===== src/rtl/fetch_sequencer.sv =====
// Instruction fetch front end: walks the 6502 byte stream through the program counter,
// decodes instruction length and hands whole instructions to execute.
module fetch_sequencer #(
    parameter logic [15:0] RESET_VECTOR = 16'hFFFC,
    parameter logic [7:0]  JMP_ABS_OPC  = 8'h4C
) (
    input  logic        clk,
    input  logic        rst,
    input  logic [15:0] pc,
    output logic [1:0]  ps,
    output logic [15:0] pc_next,
    output logic [15:0] mem_addr,
    input  logic [7:0]  mem_data,
    input  logic        redirect_valid,
    input  logic [15:0] redirect_addr,
    output logic        ins_valid,
    input  logic        ins_ready,
    output logic [7:0]  ins_opcode,
    output logic [15:0] ins_operand,
    output logic [1:0]  ins_len,
    output logic [15:0] ins_pc
);

    localparam logic [1:0] PS_HOLD = 2'd0;
    localparam logic [1:0] PS_INC  = 2'd1;
    localparam logic [1:0] PS_ABS  = 2'd2;

    typedef enum logic [2:0] {
        StRstLo,
        StRstHi,
        StOpc,
        StOp1,
        StOp2,
        StIssue
    } state_e;

    state_e      state_q, state_d;
    logic [7:0]  lo_q, lo_d;
    logic        valid_q, valid_d;
    logic [7:0]  opcode_q, opcode_d;
    logic [15:0] operand_q, operand_d;
    logic [1:0]  len_q, len_d;
    logic [15:0] ins_pc_q, ins_pc_d;
    logic [1:0]  len_now;
    logic        fetching;

    function automatic logic [1:0] decode_len(input logic [7:0] op);
        logic [2:0] bbb;
        logic [1:0] cc;
        bbb = op[4:2];
        cc  = op[1:0];
        if (op == 8'h00 || op == 8'h40 || op == 8'h60) begin
            return 2'd1;
        end
        if (op == 8'h20) begin
            return 2'd3;
        end
        unique case (cc)
            2'b01:   return (bbb == 3'b011 || bbb == 3'b110 || bbb == 3'b111) ? 2'd3 : 2'd2;
            2'b11:   return 2'd1;
            default: begin
                unique case (bbb)
                    3'b000, 3'b001, 3'b101: return 2'd2;
                    3'b010, 3'b110:         return 2'd1;
                    3'b011, 3'b111:         return 2'd3;
                    default:                return (cc == 2'b00) ? 2'd2 : 2'd1;
                endcase
            end
        endcase
    endfunction

    assign len_now  = decode_len(mem_data);
    assign fetching = (state_q == StOpc) || (state_q == StOp1) || (state_q == StOp2) ||
                      (state_q == StIssue);

    always_comb begin
        state_d   = state_q;
        lo_d      = lo_q;
        opcode_d  = opcode_q;
        operand_d = operand_q;
        len_d     = len_q;
        ins_pc_d  = ins_pc_q;
        ps        = PS_HOLD;
        pc_next   = 16'h0000;
        mem_addr  = pc;

        unique case (state_q)
            StRstLo: begin
                mem_addr = RESET_VECTOR;
                lo_d     = mem_data;
                state_d  = StRstHi;
            end
            StRstHi: begin
                mem_addr = RESET_VECTOR + 16'd1;
                ps       = PS_ABS;
                pc_next  = {mem_data, lo_q};
                state_d  = StOpc;
            end
            StOpc: begin
                opcode_d  = mem_data;
                ins_pc_d  = pc;
                len_d     = len_now;
                operand_d = 16'h0000;
                ps        = PS_INC;
                state_d   = (len_now > 2'd1) ? StOp1 : StIssue;
            end
            StOp1: begin
                lo_d      = mem_data;
                operand_d = {8'h00, mem_data};
                ps        = PS_INC;
                state_d   = (len_q == 2'd3) ? StOp2 : StIssue;
            end
            StOp2: begin
                operand_d = {mem_data, lo_q};
                // JMP abs is resolved here so the next opcode comes from the target
                if (opcode_q == JMP_ABS_OPC) begin
                    ps      = PS_ABS;
                    pc_next = {mem_data, lo_q};
                end else begin
                    ps = PS_INC;
                end
                state_d = StIssue;
            end
            StIssue: begin
                if (ins_valid && ins_ready) begin
                    state_d = StOpc;
                end
            end
            default: state_d = StRstLo;
        endcase

        if (redirect_valid && fetching) begin
            ps      = PS_ABS;
            pc_next = redirect_addr;
            state_d = StOpc;
        end

        valid_d = (state_d == StIssue);

        if (!rst) begin
            ps       = PS_HOLD;
            pc_next  = 16'h0000;
            mem_addr = RESET_VECTOR;
        end
    end

    always_ff @(posedge clk) begin
        if (!rst) begin
            state_q   <= StRstLo;
            lo_q      <= 8'h00;
            valid_q   <= 1'b0;
            opcode_q  <= 8'h00;
            operand_q <= 16'h0000;
            len_q     <= 2'd0;
            ins_pc_q  <= 16'h0000;
        end else begin
            state_q   <= state_d;
            lo_q      <= lo_d;
            valid_q   <= valid_d;
            opcode_q  <= opcode_d;
            operand_q <= operand_d;
            len_q     <= len_d;
            ins_pc_q  <= ins_pc_d;
        end
    end

    // A redirect in the issue cycle must block the transfer immediately
    assign ins_valid   = valid_q && !redirect_valid;
    assign ins_opcode  = opcode_q;
    assign ins_operand = operand_q;
    assign ins_len     = len_q;
    assign ins_pc      = ins_pc_q;

endmodule


===== config.mk =====
export PLATFORM = sky130hd
export DESIGN_NAME = fetch_sequencer
export DESIGN_NICKNAME = d
export VERILOG_FILES = /design/src/rtl/fetch_sequencer.sv
export SDC_FILE = /design/constraint.sdc
export NUM_CORES = 1
export LEC_CHECK = 0
export ABC_AREA = 0
export CORE_UTILIZATION = 38
export CTS_CLUSTER_SIZE = 10
export DETAILED_ROUTE_END_ITERATION = 16
export PLACE_DENSITY = 0.76
export SLEW_MARGIN = 10
export SYNTH_ARGS = -nofsm -noshare
export SYNTH_HDL_FRONTEND = slang
export SYNTH_SLANG_ARGS = --single-unit

===== constraint.sdc =====
create_clock -name clk -period 2.1 [get_ports clk]
set_input_delay 0.42 -clock clk [delete_from_list [all_inputs] [get_ports clk]]
set_output_delay 0.42 -clock clk [all_outputs]
set_load 0.1 [all_outputs]

* Word-level counts from Yosys, hierarchy flattened
Index checks and enable logic that the tools add are counted.
** Storage, ports and cells
- Register bits after elaboration :: 54
- Output and inout bits :: 77
** Cells by class
- Magnitude comparators :: 1
- Equal/unequal tests :: 19
- Mux-type cells :: 27
- Reduce and logical (&&, ||, !) cells :: 21
** Operators by type and width (count)
- 2-to-1 mux 16 bit :: 4
- case mux 16 bit (2 select lines) :: 2
- case mux 16 bit (3 select lines) :: 1
- == test 8 x 7 -> 1 bit, second input constant :: 3
- == test 3 bit, second input constant :: 6
- case mux 3 bit (6 select lines) :: 1
- 2-to-1 mux 2 bit :: 8
- == test 3 x 2 -> 1 bit, second input constant :: 4
- case mux 2 bit (3 select lines) :: 2
- 2-to-1 mux 3 bit :: 3
- == test 8 x 6 -> 1 bit, second input constant :: 1
- logical NOT 8 bit :: 1
- OR reduction 2 bit :: 4
- logical OR 1 bit :: 7
- == test 3 x 1 -> 1 bit, second input constant :: 2
- logical NOT 3 bit :: 2
- 2-to-1 mux 1 bit :: 5
- == test 2 bit, second input constant :: 2
- case mux 2 bit (2 select lines) :: 1
- logical AND 1 bit :: 3
- nonzero test 3 bit :: 1
- OR reduction 3 bit :: 1
- == test 2 x 1 -> 1 bit, second input constant :: 1
- > comparator 2 x 1 -> 1 bit, second input constant :: 1
- other kinds (2) :: 2

* Longest topological paths before layout
Gate-level depths: netlist of the first run.
- Word-level depth :: 12
- Mapped depth :: 7
- Gate-level depth less buffers :: 4

* Worst setup path after synthesis of the first run
Ideal clock, no wire load.
- Path type :: flip-flop to output port
- From :: register opcode_q[4], in the netlist ins_opcode[4]
- To :: output port ps[0]
- Arrival time :: 3658 ps
- Setup slack :: -1978 ps
- Stages on the path, launching flop included :: 5
- Path through :: dfxtp_1 or4b_4 nor4_4 o22ai_1 nor3b_1
** Between the ends
- Cells in the longest elaborated chain, start to end :: 5
** Ends and longest elaborated chain
- start: declaration :: line 40 : logic [7:0] opcode_q, opcode_d;
- start signal: assignment :: line 160 : opcode_q <= opcode_d;
- == test 8 x 7 -> 1 bit :: line 116 : if (opcode_q == JMP_ABS_OPC) begin
- 2-to-1 mux 2 bit :: line 116
- case mux 2 bit (3 select lines) :: line 87 : unique case (state_q)
- 2-to-1 mux 2 bit :: line 132 : if (redirect_valid && fetching) begin
- 2-to-1 mux 2 bit :: line 140 : if (!rst) begin
- end: declaration :: line 10 : output logic [1:0] ps,
Every way passes these cells.

* Worst setup path after layout of the first run
- From :: register opcode_q[4], in the netlist ins_opcode[4]
- To :: output port pc_next[11]
** Between the ends
- Cells in the longest elaborated chain, start to end :: 5
** Ends and longest elaborated chain
- == test 8 x 7 -> 1 bit :: line 116
- 2-to-1 mux 16 bit :: line 116
- case mux 16 bit (2 select lines) :: line 87
- 2-to-1 mux 16 bit :: line 132
- 2-to-1 mux 16 bit :: line 140
- end: declaration :: line 11 : output logic [15:0] pc_next,
Every way passes these cells.

==> flow_metrics.py, run 1 <==
metrics = {
    "status": {
        "status": "finished with violations",
        "violations": "negative setup slack",
    },
    "cells_and_area": {
        "area_growth_pct": 75.1,
        "fillers": 582,
        "postLayoutCellArea_um2": 4810,
        "multi_input_area_um2": 1660,
        "final_cells": 574,
        "seq_area_um2": 1110,
        "final_layout_size_suffix_gt1_share_pct": 37.0,
        "mostFrequentLayoutCells": "77 x buf_4, 60 x nand2_1, 44 x dfxtp_1",
        "num-nets-final": 521,
        "diodes": 0,
        "final_common_cell": "buf_4",
    },
    "routing": {
        "drtIter0Drc": 186,
        "drc": 0,
        "drt-pass1-iter-count": 7,
        "wl_per_cell_um": 16.6,
        "drtAntennaViolNets": 0,
        "num_vias": 3084,
        "routed_via_density": 5.37,
        "drt-total-wl_mm": 9.52,
    },
    "critical_path": {
        "start_kind": "flip-flop",
        "crit_required_ns": 1.68,
        "critical-path-max-stage-delay_ns": 0.56,
        "crit_chain": "or4b_4 -> nor4_4 -> a32oi_4 -> buf_12 -> nor2_4 -> buf_12",
        "crit_arrival_ns": 2.21,
        "crit_path_frequent_cell": "buf_12",
        "r2r_slack_ns": 0.40,
        "startpoint": "ins_opcode[4]$_SDFFE_PN0P_",
        "end_kind": "output pin",
        "crit_end": "pc_next[11]",
        "rr_worst_depth": 6,
        "r2r_start": "state_q[2]$_SDFF_PN0_",
        "cp_slowest_cell": "or4b_4",
        "r2r-end": "ins_operand[14]$_SDFFE_PN0P_",
        "crit_type": "flip-flop to output pin",
        "path_max_fanout": 17,
    },
    "global_route": {
        "first_global_vias": 3026,
        "grt_use_total_pct": 25.4,
        "grt_overflow": 0,
        "grt_pass1_wl_mm": 14.8,
        "grt_start_max_net_pins": 29,
        "antenna_found_initial": 0,
    },
    "logic_synthesis": {
        "ys_ff_latch": 54,
        "synth_cell_type_count": 41,
        "synthFlopType": "dfxtp_1",
        "synth.net_count": 386,
        "ys.warnings.count": 0,
        "netlist_area_um2": 2750,
        "ys_seq_area_share_pct": 39.3,
        "avgSynthCellArea_um2": 8.04,
        "netlist_instances": 342,
        "synthArstFlopShare_pct": 0,
        "synth-edff-count": 0,
    },
    "placed_design": {
        "place_area_um2": 4670,
        "gp_routability_congestion": 0.884,
        "dp_cells": 565,
        "dp_hpwl_mm": 7.07,
        "io_buffers": 120,
    },
    "floorplanning": {
        "fp-row-count": 30,
        "die_area_um2": 7580,
        "die_height_um": 87.1,
        "fp.coreArea_um2": 6910,
        "start_util_pct": 39.8,
        "boundaryPins": 121,
        "die_x_um": 87.1,
    },
    "timing": {
        "slew_headroom_pct": 61.2,
        "finalClockSkew_ns": 0.0123,
        "fmax_mhz": 381,
        "worst_pin_slew_ns": 0.580,
        "setup_viol": 18,
        "rsz0062_at_grt": "true",
        "min_period_ns": 2.63,
        "final.setup.tns_ns": -8.98,
        "slew_violations": 0,
        "hold_ws_ns": 0.457,
        "min_period_over_period_pct": 125,
        "finalHoldViolations": 0,
        "fin_ws_ns": -0.527,
    },
    "cts": {
        "path_clk_slew_ns": 0.10,
        "clk_latency_ns": 0.31,
        "root_buffer": "clkbuf_8",
        "cts_setup_buffers": 0,
        "htreeDepth": 2,
        "cts_buffers": 5,
        "ctsLongestPathBuffers": 2,
        "clock_sinks": 54,
        "cts_tree": "done",
    },
    "power_and_ir_drop": {
        "leakagePower_nw": 1.98,
        "ir_drop_v": 0.000663,
        "total_power_mw": 7.95,
        "power_density_nw_per_um2": 1650,
    },
    "run": {
        "cap_violations": 0,
    },
    "worst_hold_path": {
        "hold_class": "flip-flop to flip-flop",
        "hold-path-cell-count": 2,
    },
}
==> metal layers <==
metal  GRT usage [%]  vias to the layer above  routed length (um)
met3            3.98                       23                 496
met4            9.39                        0                 266
met1            31.8                     1485                3990
met2            44.0                      112                4770
met5               0                        -                   0
li1                -                     1464                   -
==> timing repair <==
item / CTS / global route
resized for setup: 6 / 8
hold buffers: 0 / 0
cloned: 0 / 1
endpoints found under the setup margin: 34 / 34
pin swaps: 1 / 0
==> cell families (layout without fill, tap and decap cells) <==
family	after synthesis	after routing	synth area share, %
simple gates	130	130	22.5
compound gates	93	93	22.8
flops	54	54	39.3
buf+inv	39	175	5.96
mux	25	25	9.10
xor+xnor	1	1	0.319
==> how the worst min path moves through the flow <==
stage,start,to,slack (ns)
floorplan,lo_q[0]$_SDFFE_PN0P_,ins_operand[0]$_SDFFE_PN0P_,0.48
detailed placement,ins_pc[0]$_SDFFE_PN0P_,ins_pc[0]$_SDFFE_PN0P_,0.45
finish,ins_pc[6]$_SDFFE_PN0P_,ins_pc[6]$_SDFFE_PN0P_,0.46
CTS,ins_pc[15]$_SDFFE_PN0P_,ins_pc[15]$_SDFFE_PN0P_,0.46
global placement,ins_pc[12]$_SDFFE_PN0P_,ins_pc[12]$_SDFFE_PN0P_,0.44
global route,ins_pc[7]$_SDFFE_PN0P_,ins_pc[7]$_SDFFE_PN0P_,0.49
==> area by class of cell <==
cell class                 instances  share of cell area [%]
timing repair buffer             160                    37.2
multi-input combinational        249                    34.4
sequential                        54                    23.0
tap                               96                    2.49
clock buffer                       7                    1.59
inverter                           7                   0.702
clock inverter                     1                   0.624
==> worst max-delay path: cells and delay by family, from the launching register on <==
| kind | cells | cell delay, ns |
|---|---|---|
| buffers and inverters | 2 | 0.39 |
| AND/OR/NAND/NOR | 3 | 0.96 |
| flip-flops | 1 | 0.35 |
| AO/OA/AOI/OAI | 1 | 0.18 |
==> per-stage QoR <==
step | utilization (%) | setup slack, ns
finish | 69.7 | -0.527
global placement | 67.6 | -0.282
detailed placement | 67.6 | -0.322
floorplan | - | -0.586
global route | 69.7 | -0.574
CTS | 69.4 | -0.538
==> cells in the mapped netlist (2+ instances only) <==
cell type | number | share of area (%)
a21boi_0 | 2 | 0.55
a21oi_1 | 30 | 5.5
a221oi_1 | 8 | 2.5
a22o_1 | 8 | 2.5
a22oi_1 | 9 | 2.5
a311oi_1 | 9 | 2.9
buf_2 | 8 | 1.5
clkbuf_1 | 22 | 3.0
dfxtp_1 | 54 | 39
inv_1 | 6 | 0.82
mux2i_1 | 25 | 9.1
nand2_1 | 60 | 8.2
nand3_1 | 4 | 0.73
nor2_1 | 28 | 3.8
nor2_2 | 9 | 2.0
nor2b_1 | 3 | 0.68
o211a_1 | 2 | 0.73
o21ai_0 | 18 | 3.3
or2_2 | 15 | 3.4
==> power breakdown <==
| group | switching (mW) | total (mW) | internal, mW | leakage, nW |
|---|---|---|---|---|
| clock network | 0.342 | 0.699 | 0.358 | 0.0524 |
| logic | 3.92 | 5.71 | 1.78 | 1.48 |
| registers | 0.223 | 1.54 | 1.32 | 0.446 |
| total | 4.49 | 7.95 | 3.46 | 1.98 |
==> flip-flops by register name, summed over array words and instances, names as in the netlist <==
register,cells
ins_len,2
ins_opcode,8
ins_operand,16
ins_pc,16
lo_q,8
state_q,3
valid_q,1
Note: power is estimated with default switching activity, not from simulation.
==> run 2: changes to the inputs <==
--- a/config.mk
+++ b/config.mk
@@ -9,7 +9,7 @@
 export CORE_UTILIZATION = 38
 export CTS_CLUSTER_SIZE = 10
 export DETAILED_ROUTE_END_ITERATION = 16
-export PLACE_DENSITY = 0.76
+export PLACE_DENSITY = 0.8
 export SLEW_MARGIN = 10
 export SYNTH_ARGS = -nofsm -noshare
 export SYNTH_HDL_FRONTEND = slang
==> run 2 against run 1 <==
  * The flow still finishes with violations (negative setup slack)
  * Core utilization fell by 0.49 points
  * Hold slack improved by 0.0034 ns
  * Setup slack improved by 0.023 ns
  * Non-clock buffer count rose by 1
  * First-iteration DRC count rose by 35%
  * Register-to-register slack got worse by 0.10 ns
  * Die area did not move
  * Design area fell by 0.70%
  * Critical path depth did not move
==> flow_metrics.py, run 2 (synthesis gave the netlist of run 1 again) <==
metrics = {
    "cells_and_area": {
        "postLayoutCellArea_um2": 4780,
        "fillers": 558,
        "final_layout_size_suffix_gt1_share_pct": 36.7,
        "diodes": 0,
        "area_growth_pct": 73.9,
        "mostFrequentLayoutCells": "80 x buf_4, 60 x nand2_1, 46 x dfxtp_1",
        "final_common_cell": "buf_4",
        "num-nets-final": 522,
        "utilization_pct": 69.2,
    },
    "timing": {
        "fin_ws_ns": -0.504,
        "min_period_ns": 2.60,
        "slew_violations": 0,
        "worst_pin_slew_ns": 0.486,
        "setup_viol": 34,
        "finalHoldViolations": 0,
        "final.setup.tns_ns": -11.58,
        "slew_headroom_pct": 67.6,
        "rsz0062_at_grt": "true",
        "finalClockSkew_ns": 0.00946,
        "fmax_mhz": 384,
        "min_period_over_period_pct": 124,
        "hold_ws_ns": 0.461,
    },
    "cts": {
        "cts_buffers": 5,
        "ctsLongestPathBuffers": 2,
        "path_clk_slew_ns": 0.10,
        "htreeDepth": 2,
        "clk_latency_ns": 0.31,
        "clock_sinks": 54,
        "cts_hold_buf": 0,
        "root_buffer": "clkbuf_8",
        "cts_tree": "done",
    },
    "power_and_ir_drop": {
        "power_density_nw_per_um2": 1630,
        "p_int_mw": 3.30,
        "swShare_pct": 57.6,
        "p_switching_mw": 4.48,
        "p_comb_share_pct": 72.8,
        "leakagePower_nw": 1.97,
        "ir_drop_v": 0.000677,
        "p_clk_share_pct": 7.5,
        "pwr-share-seq_pct": 19.7,
    },
    "status": {
        "violations": "negative setup slack",
        "status": "finished with violations",
    },
    "global_route": {
        "first_global_vias": 3004,
        "grt_start_max_net_pins": 32,
        "grt_use_total_pct": 25.6,
        "grt_overflow": 0,
        "grt_pass1_wl_mm": 15.1,
        "antenna_found_initial": 0,
    },
    "critical_path": {
        "crit_chain": "or4b_4 -> nor4_4 -> a32oi_4 -> buf_12 -> nor2_4 -> buf_12",
        "rr_worst_depth": 6,
        "crit_type": "flip-flop to output pin",
        "cp_slowest_cell": "or4b_4",
        "crit_required_ns": 1.68,
        "crit_arrival_ns": 2.18,
        "critical-path-max-stage-delay_ns": 0.56,
        "start_kind": "flip-flop",
        "path_max_fanout": 17,
        "end_kind": "output pin",
        "path_depth": 6,
        "critPathTopFamily": "simple AND/OR/NAND/NOR gates",
        "path_buf_inv": 2,
        "crit_path_frequent_cell": "buf_12",
    },
    "routing": {
        "drt-pass1-iter-count": 5,
        "drc": 0,
        "num_vias": 3126,
        "met1_length_mm": 3.95,
        "drtAntennaViolNets": 0,
        "wl_met2_mm": 4.82,
        "met3WireLength_um": 488,
        "drt-total-wl_mm": 9.58,
        "routed_via_density": 5.44,
        "drtIter0Drc": 251,
        "routed.top_layer": "met4",
        "wl_per_cell_um": 16.7,
    },
    "placed_design": {
        "dp_slack_ns": -0.309,
        "place_area_um2": 4690,
        "dp_hpwl_mm": 7.24,
        "gp_routability_congestion": 0.852,
        "io_buffers": 120,
    },
    "floorplanning": {
        "start_util_pct": 39.8,
        "boundaryPins": 121,
        "die_x_um": 87.1,
        "die_height_um": 87.1,
        "fp-row-count": 30,
        "die_area_um2": 7580,
        "fp.coreArea_um2": 6910,
    },
    "worst_hold_path": {
        "hold-path-cell-count": 2,
        "hold_class": "flip-flop to flip-flop",
    },
    "run": {
        "cap_violations": 0,
    },
}
==> run 2: changes by cell type in the layout (fill, tap and decap cells not counted), sizes merged <==
cell	delta
buf	+1
bufinv	-1
clkinvlp	+1
==> run 2: worst paths after layout <==
check,from,end,slack [ns]
max,ins_opcode[4]$_SDFFE_PN0P_,pc_next[14],-0.50
min reg2reg,ins_pc[5]$_SDFFE_PN0P_,ins_pc[5]$_SDFFE_PN0P_,0.46
max reg2reg,state_q[0]$_SDFF_PN0_,lo_q[7]$_SDFFE_PN0P_,0.30
min,ins_pc[5]$_SDFFE_PN0P_,ins_pc[5]$_SDFFE_PN0P_,0.46
==> run 2: layout make-up <==
class	instances	area, um2	share of cell area, %
clock buffers	7	76.3	1.60
clock inverters	1	7.51	0.157
inverters	7	33.8	0.707
multi-input cells	249	1650	34.6
flip-flops and latches	54	1100	23.0
well taps	96	120	2.51
repair buffers	161	1790	37.5
==> run 2: tightest hold or removal path, cell delays in order, from the launching register on <==
cell and delay (ns):
dfxtp_1 0.32, nand2_1 0.05, a21oi_1 0.05
==> run 2: per-layer routing <==
layer | vias to the layer above | GRT usage [%]
met5 | - | 0
met2 | 143 | 43.8
met3 | 34 | 4.64
met4 | 0 | 8.79
met1 | 1483 | 32.2
li1 | 1466 | -
==> run 2: timing repair <==
action | 4_1_cts | 5_1_grt
pin swaps | 1 | 0
gates resized for setup | 2 | 2
buffers inserted | 1 | 1
endpoints found under the setup margin | 33 | 34
==> run 2: stage by stage <==
stage	total power [mW]	std cells
2_1_floorplan	5.54	342
3_3_place_gp	7.09	567
3_5_place_dp	7.18	567
4_1_cts	7.76	575
5_1_grt	8.06	575
6_report	7.78	575
==> run 2: power by group through the flow <==
stage               registers (mW)  clock network (mW)  logic, mW
global route                  1.57               0.621       5.87
floorplan                     2.83                   0       2.72
detailed placement            1.55                   0       5.63
CTS                           1.53               0.588       5.65
finish                        1.53               0.581       5.67
global placement              1.53                   0       5.56
